$ cat src/rtl/round_banner_ctrl.sv
// Round-number banner overlay: latches a round, waits for a frame boundary, then
// addresses the sprite ROM for a solid phase followed by a blinking phase.
module round_banner_ctrl #(
    parameter int SPR_W        = 64,
    parameter int SPR_H        = 32,
    parameter int POS_X        = 288,
    parameter int POS_Y        = 224,
    parameter int NUM_ROUNDS   = 9,
    parameter int ADDR_W       = 15,
    parameter int SHOW_FRAMES  = 90,
    parameter int BLINK_FRAMES = 32,
    parameter int BLINK_PERIOD = 8
) (
    input  logic              Clk,
    input  logic              Reset,
    input  logic              frame_start,
    input  logic              show_req,
    input  logic [3:0]        round_num,
    input  logic [9:0]        DrawX,
    input  logic [9:0]        DrawY,
    output logic [ADDR_W-1:0] rom_addr,
    input  logic [3:0]        rom_index,
    output logic [3:0]        palette_index,
    output logic              pixel_on,
    output logic              banner_active,
    output logic              done
);

    localparam int CNT_MAX = (SHOW_FRAMES > BLINK_FRAMES) ? SHOW_FRAMES : BLINK_FRAMES;
    localparam int CNT_W   = (CNT_MAX > 1) ? $clog2(CNT_MAX) : 1;

    localparam logic [10:0]       X_LO     = 11'(POS_X);
    localparam logic [10:0]       X_HI     = 11'(POS_X + SPR_W);
    localparam logic [10:0]       Y_LO     = 11'(POS_Y);
    localparam logic [10:0]       Y_HI     = 11'(POS_Y + SPR_H);
    localparam logic [ADDR_W-1:0] SPR_SIZE = ADDR_W'(SPR_W * SPR_H);
    localparam logic [ADDR_W-1:0] ROW_LEN  = ADDR_W'(SPR_W);

    typedef enum logic [1:0] {
        IDLE       = 2'd0,
        WAIT_FRAME = 2'd1,
        SHOW       = 2'd2,
        BLINK      = 2'd3
    } state_t;

    state_t           state_q, state_d;
    logic [CNT_W-1:0] frame_cnt_q, frame_cnt_d;
    logic [3:0]       round_sel_q, round_sel_d;
    logic             done_q, done_d;
    logic             in_box_q, visible_q, active_q;
    logic [3:0]       palette_index_q, palette_index_d;
    logic             pixel_on_q, pixel_on_d;

    logic             in_box;
    logic             visible;
    logic             active;
    logic             req_legal;
    logic [CNT_W-1:0] blink_phase;
    logic [9:0]       dx, dy;

    assign in_box = ({1'b0, DrawX} >= X_LO) && ({1'b0, DrawX} < X_HI) &&
                    ({1'b0, DrawY} >= Y_LO) && ({1'b0, DrawY} < Y_HI);
    assign dx     = DrawX - 10'(POS_X);
    assign dy     = DrawY - 10'(POS_Y);

    // Address is forced to 0 outside the box and while reset is held.
    assign rom_addr = (in_box && !Reset)
                    ? ADDR_W'(round_sel_q) * SPR_SIZE + ADDR_W'(dy) * ROW_LEN + ADDR_W'(dx)
                    : '0;

    assign blink_phase = frame_cnt_q / CNT_W'(BLINK_PERIOD);
    assign active      = (state_q == SHOW) || (state_q == BLINK);
    assign visible     = (state_q == SHOW) || ((state_q == BLINK) && !blink_phase[0]);
    assign req_legal   = show_req && (round_num != 4'd0) && (round_num <= 4'(NUM_ROUNDS));

    always_comb begin
        state_d     = state_q;
        frame_cnt_d = frame_cnt_q;
        round_sel_d = round_sel_q;
        done_d      = 1'b0;
        case (state_q)
            IDLE: begin
                if (req_legal) begin
                    round_sel_d = round_num - 4'd1;
                    state_d     = WAIT_FRAME;
                end
            end
            WAIT_FRAME: begin
                if (frame_start) begin
                    state_d     = SHOW;
                    frame_cnt_d = '0;
                end
            end
            SHOW: begin
                if (frame_start) begin
                    if (frame_cnt_q == CNT_W'(SHOW_FRAMES - 1)) begin
                        state_d     = BLINK;
                        frame_cnt_d = '0;
                    end else begin
                        frame_cnt_d = frame_cnt_q + 1'b1;
                    end
                end
            end
            BLINK: begin
                if (frame_start) begin
                    if (frame_cnt_q == CNT_W'(BLINK_FRAMES - 1)) begin
                        state_d     = IDLE;
                        frame_cnt_d = '0;
                        done_d      = 1'b1;
                    end else begin
                        frame_cnt_d = frame_cnt_q + 1'b1;
                    end
                end
            end
            default: state_d = IDLE;
        endcase
    end

    // Second pipeline stage: qualifiers delayed one cycle meet the ROM data here.
    always_comb begin
        pixel_on_d      = in_box_q && visible_q && active_q && (rom_index != 4'd0);
        palette_index_d = pixel_on_d ? rom_index : 4'd0;
    end

    always_ff @(posedge Clk) begin
        if (Reset) begin
            state_q         <= IDLE;
            frame_cnt_q     <= '0;
            round_sel_q     <= 4'd0;
            done_q          <= 1'b0;
            in_box_q        <= 1'b0;
            visible_q       <= 1'b0;
            active_q        <= 1'b0;
            pixel_on_q      <= 1'b0;
            palette_index_q <= 4'd0;
        end else begin
            state_q         <= state_d;
            frame_cnt_q     <= frame_cnt_d;
            round_sel_q     <= round_sel_d;
            done_q          <= done_d;
            in_box_q        <= in_box;
            visible_q       <= visible;
            active_q        <= active;
            pixel_on_q      <= pixel_on_d;
            palette_index_q <= palette_index_d;
        end
    end

    assign banner_active = active;
    assign done          = done_q;
    assign pixel_on      = pixel_on_q;
    assign palette_index = palette_index_q;

endmodule

$ cat config.mk
export PLATFORM = sky130hd
export DESIGN_NAME = round_banner_ctrl
export DESIGN_NICKNAME = d
export VERILOG_FILES = /design/src/rtl/round_banner_ctrl.sv
export SDC_FILE = /design/constraint.sdc
export NUM_CORES = 1
export LEC_CHECK = 0
export ABC_AREA = 1
export BUFFER_PORTS_ARGS = -buffer_cell sky130_fd_sc_hd__buf_2
export CAP_MARGIN = 20
export CORE_MARGIN = 3
export CORE_UTILIZATION = 35
export DETAILED_ROUTE_END_ITERATION = 10
export GPL_ROUTABILITY_DRIVEN = 1
export SLEW_MARGIN = 30
export SYNTH_ARGS = -nofsm -noshare
export SYNTH_HDL_FRONTEND = slang
export SYNTH_SLANG_ARGS = --single-unit
$ cat constraint.sdc
create_clock -name Clk -period 4.2 [get_ports Clk]
set_clock_uncertainty 0.15 [all_clocks]
set_input_delay 1.26 -clock Clk [delete_from_list [all_inputs] [get_ports Clk]]
set_output_delay 1.26 -clock Clk [all_outputs]
set_load 0.02 [all_outputs]
==> summary.txt <==
Setup path
  – R2R cell count: 10
  – Critical-path top delay cell: ha_4
  – Crit Path Max Fanout: 2
  – Worst Setup Start Kind: input pin
  – Critical Path Stages: 16
  – WP data required: 2.79 ns
  – WS Path Type: input pin to primary output
  – CP Capture Type: primary output
  – WP buf/inv: 5
  – CP cell instances: buf_8 > buf_4 > nor2_4 > nand2_2 > xnor2_2 > inv_2 > ha_4 > nand3_2 > nand2_2 > nand2_2 > inv_2 > nand3_2 > nand3_2 > nand2_1 > nor2_1 > buf_4
  – Crit path largest cell delay: 0.28 ns
  – CP Data Arrival Time: 2.91 ns
  – Top delay family on crit path: simple AND/OR/NAND/NOR gates

Detailed routing
  – Metal3 WL: 199 µm
  – First-pass DRT Iterations: 4
  – DR WL/cell: 11.0 µm
  – DRT Wirelength: 4280 µm
  – Met1 wire length: 1950 µm
  – Post-DR vias/cell: 4.44
  – Top layer in use: met4
  – Initial drt markers: 45
  – Final ANT Viol Nets: 0
  – Via Count: 1732
  – DRC: 0
  – Met2 Routed Length: 2110 µm

Place
  – Port Buffers: 53
  – Dpl ws: -0.275 ns
  – RD Place Congestion: 0.787
  – Cell Area, Placed: 2190 µm²
  – Post-DP HPWL: 3320 µm

Clock tree
  – CTS root buf: clkbuf_8
  – CTS tree: yes
  – Clock slew at reported path FFs: 0.07 ns
  – TritonCTS Buffers: 3
  – Maximum clock path buffer count: 2
  – Post-CTS Hold Buffers: 0
  – Worst skew pair latency: 0.26 ns
  – Clock sink count: 22
  – H-tree depth: 1

Synthesis
  – Multiplexer share of the synthesized area: 0%
  – Avg Inst Size Synth: 6.90 µm²
  – Largest cells by area after synthesis: dfxtp_1 (25%), ha_1 (15%), inv_1 (9.7%), nor2_1 (8.7%), nand2_1 (7.4%)
  – Post-Synth Simple-Gate Area: 32.7%
  – Post-Syn Nets: 311
  – Synth Warn #: 0
  – Proportion of synthesized chip area in sequential cells: 24.8%
  – Synth Area in Adders: 15.9%
  – Share of the synthesized area in the top cell type: 24.8%
  – Synth Area in XOR/XNOR: 4.94%
  – Compound-Gate Fraction of Synth Area: 9.73%
  – Library cells used by synthesis: 33
  – Combinational family with the most area after synthesis: simple AND/OR/NAND/NOR gates
  – Seq cells post-synth: 22
  – Synthesized area: 1770 µm²
  – Post-Syn Instances: 257
  – Post-synth top area cell: dfxtp_1

Timing
  – RSZ-0062 raised after global routing: true
  – Final setup fails: 6
  – Fmax: 232 MHz
  – Worst-margin pin slew: 0.330 ns
  – Final setup margin: -0.118 ns
  – Endpoints failing hold: 0
  – Max Slew Vio Count: 0
  – Min Tclk post-route: 4.32 ns
  – Period utilization: 103%
  – Max_slew headroom: 78.0%

Layout
  – # diodes: 0
  – Area grow syn2layout: 37.0%
  – Commonest cells after routing, fill and taps aside: buf_2 (46), inv_1 (41), nor2_1 (38), nand2_1 (29), dfxtp_1 (22)
  – Commonest non-fill, non-tap cell in the layout: buf_2
  – Fin area: 2430 µm²
  – Share of post-route cells with drive strength above 1: 38.1%
  – Fin nets: 379

Floorplan
  – Die W: 77.2 µm
  – Starting Density: 36.8%
  – # IOs: 54
  – Die Span Y: 77.2 µm
  – Die ar.: 5960 µm²
  – Row count: 25
  – Core area: 4820 µm²

Pwr
  – VDD IR max: 0.242 mV
  – Cell Pwr Density: 308 nW/µm²
  – Leakage power: 0.00124 µW

Global route
  – First-pass GRT wire length: 7320 µm
  – Gr usage total: 14.8%
  – Vias in the first global route: 1671
  – Grt ovf: 0
  – Initial antenna violation count: 0
  – Maximum number of pins on one net before global-route repair: 12

Run status
  – Failing checks: negative setup slack
  – Outcome: complete, but fails checks

Flow run
  – Max-Cap Viols: 0

Min path
  – Hold path cells: 2
  – Worst min path class: flop to flop
==> synthesized netlist by cell type (all sizes together) <==
| cell | count |
|---|---|
| inv | 51 |
| nor2 | 46 |
| nand2 | 41 |
| dfxtp | 22 |
| ha | 21 |
| a21oi | 18 |
| nand3 | 18 |
| o21ai | 7 |
| xor2 | 6 |
| nand4 | 5 |
| xnor2 | 4 |
| nor3b | 3 |
| buf | 2 |
| nand3b | 2 |
| nor3 | 2 |
| a21boi | 1 |
| a31oi | 1 |
| clkinv | 1 |
| fa | 1 |
| nor4 | 1 |
| o211ai | 1 |
| o21a | 1 |
| o21bai | 1 |
| or2 | 1 |
==> worst min-delay path, stage by stage, from the launching register on <==
cell and delay [ns]:
dfxtp_1 0.32, inv_1 0.05, a21oi_1 0.05
==> path summary, 6_finish.rpt <==
check / to / slack [ns] / start
worst max-delay path: rom_addr[13] / -0.12 / DrawX[6]
worst min-delay path: round_sel_q[2] / 0.31 / round_sel_q[2]
worst max register to register: frame_cnt_q[4] / 2.46 / state_q[0]
worst min register to register: round_sel_q[2] / 0.31 / round_sel_q[2]
==> repair_timing <==
| item | CTS | global route |
|---|---|---|
| gates resized for setup | 39 | 8 |
| pin swaps | 18 | 11 |
| setup endpoints to repair | 7 | 7 |
| buffers inserted | 1 | 2 |
| gates cloned | 0 | 0 |
==> metrics by stage <==
stage	power, µW	instances	hold slack, ns	utilization (%)	TNS (ns)
after floorplan	500	257	0.277	-	0
after global placement	583	384	0.300	45.4	-1.18
after detailed placement	589	384	0.302	45.4	-0.988
after CTS	747	388	0.316	49.5	-0.384
after global routing	815	390	0.333	50.4	-1.11
final	748	390	0.310	50.4	-0.439
==> routing by layer <==
layer,global-route usage [%],vias to the layer above
li1,-,940
met1,18.9,752
met2,25.5,38
met3,3.29,2
met4,3.02,0
met5,0,-
==> cell type report <==
| class | count | area, µm² |
|---|---|---|
| inverter | 52 | 208 |
| tap | 67 | 83.8 |
| multi-input combinational | 181 | 1260 |
| fill | 491 | 2390 |
| clock buffer | 3 | 41.3 |
| timing repair buffer | 65 | 399 |
| sequential | 22 | 440 |
==> registers in the layout (all words and copies together) (netlist names) <==
register,cells
active_q,1
done,1
frame_cnt_q,7
in_box_q,1
palette_index,4
pixel_on,1
round_sel_q,4
state_q,2
visible_q,1
==> kinds of logic (layout without fill, tap and decap cells) <==
family          after synthesis  count (layout)
simple gates                119             119
buf+inv                      54             120
compound gates               30              30
fa+ha+maj                    22              22
flops                        22              22
xor+xnor                     10              10
==> where the power goes <==
group,switching (µW),internal [µW]
sequential,16.6,232
combinational,222,150
clock,63.6,63.9
Note: power is estimated with default switching activity, not from simulation.
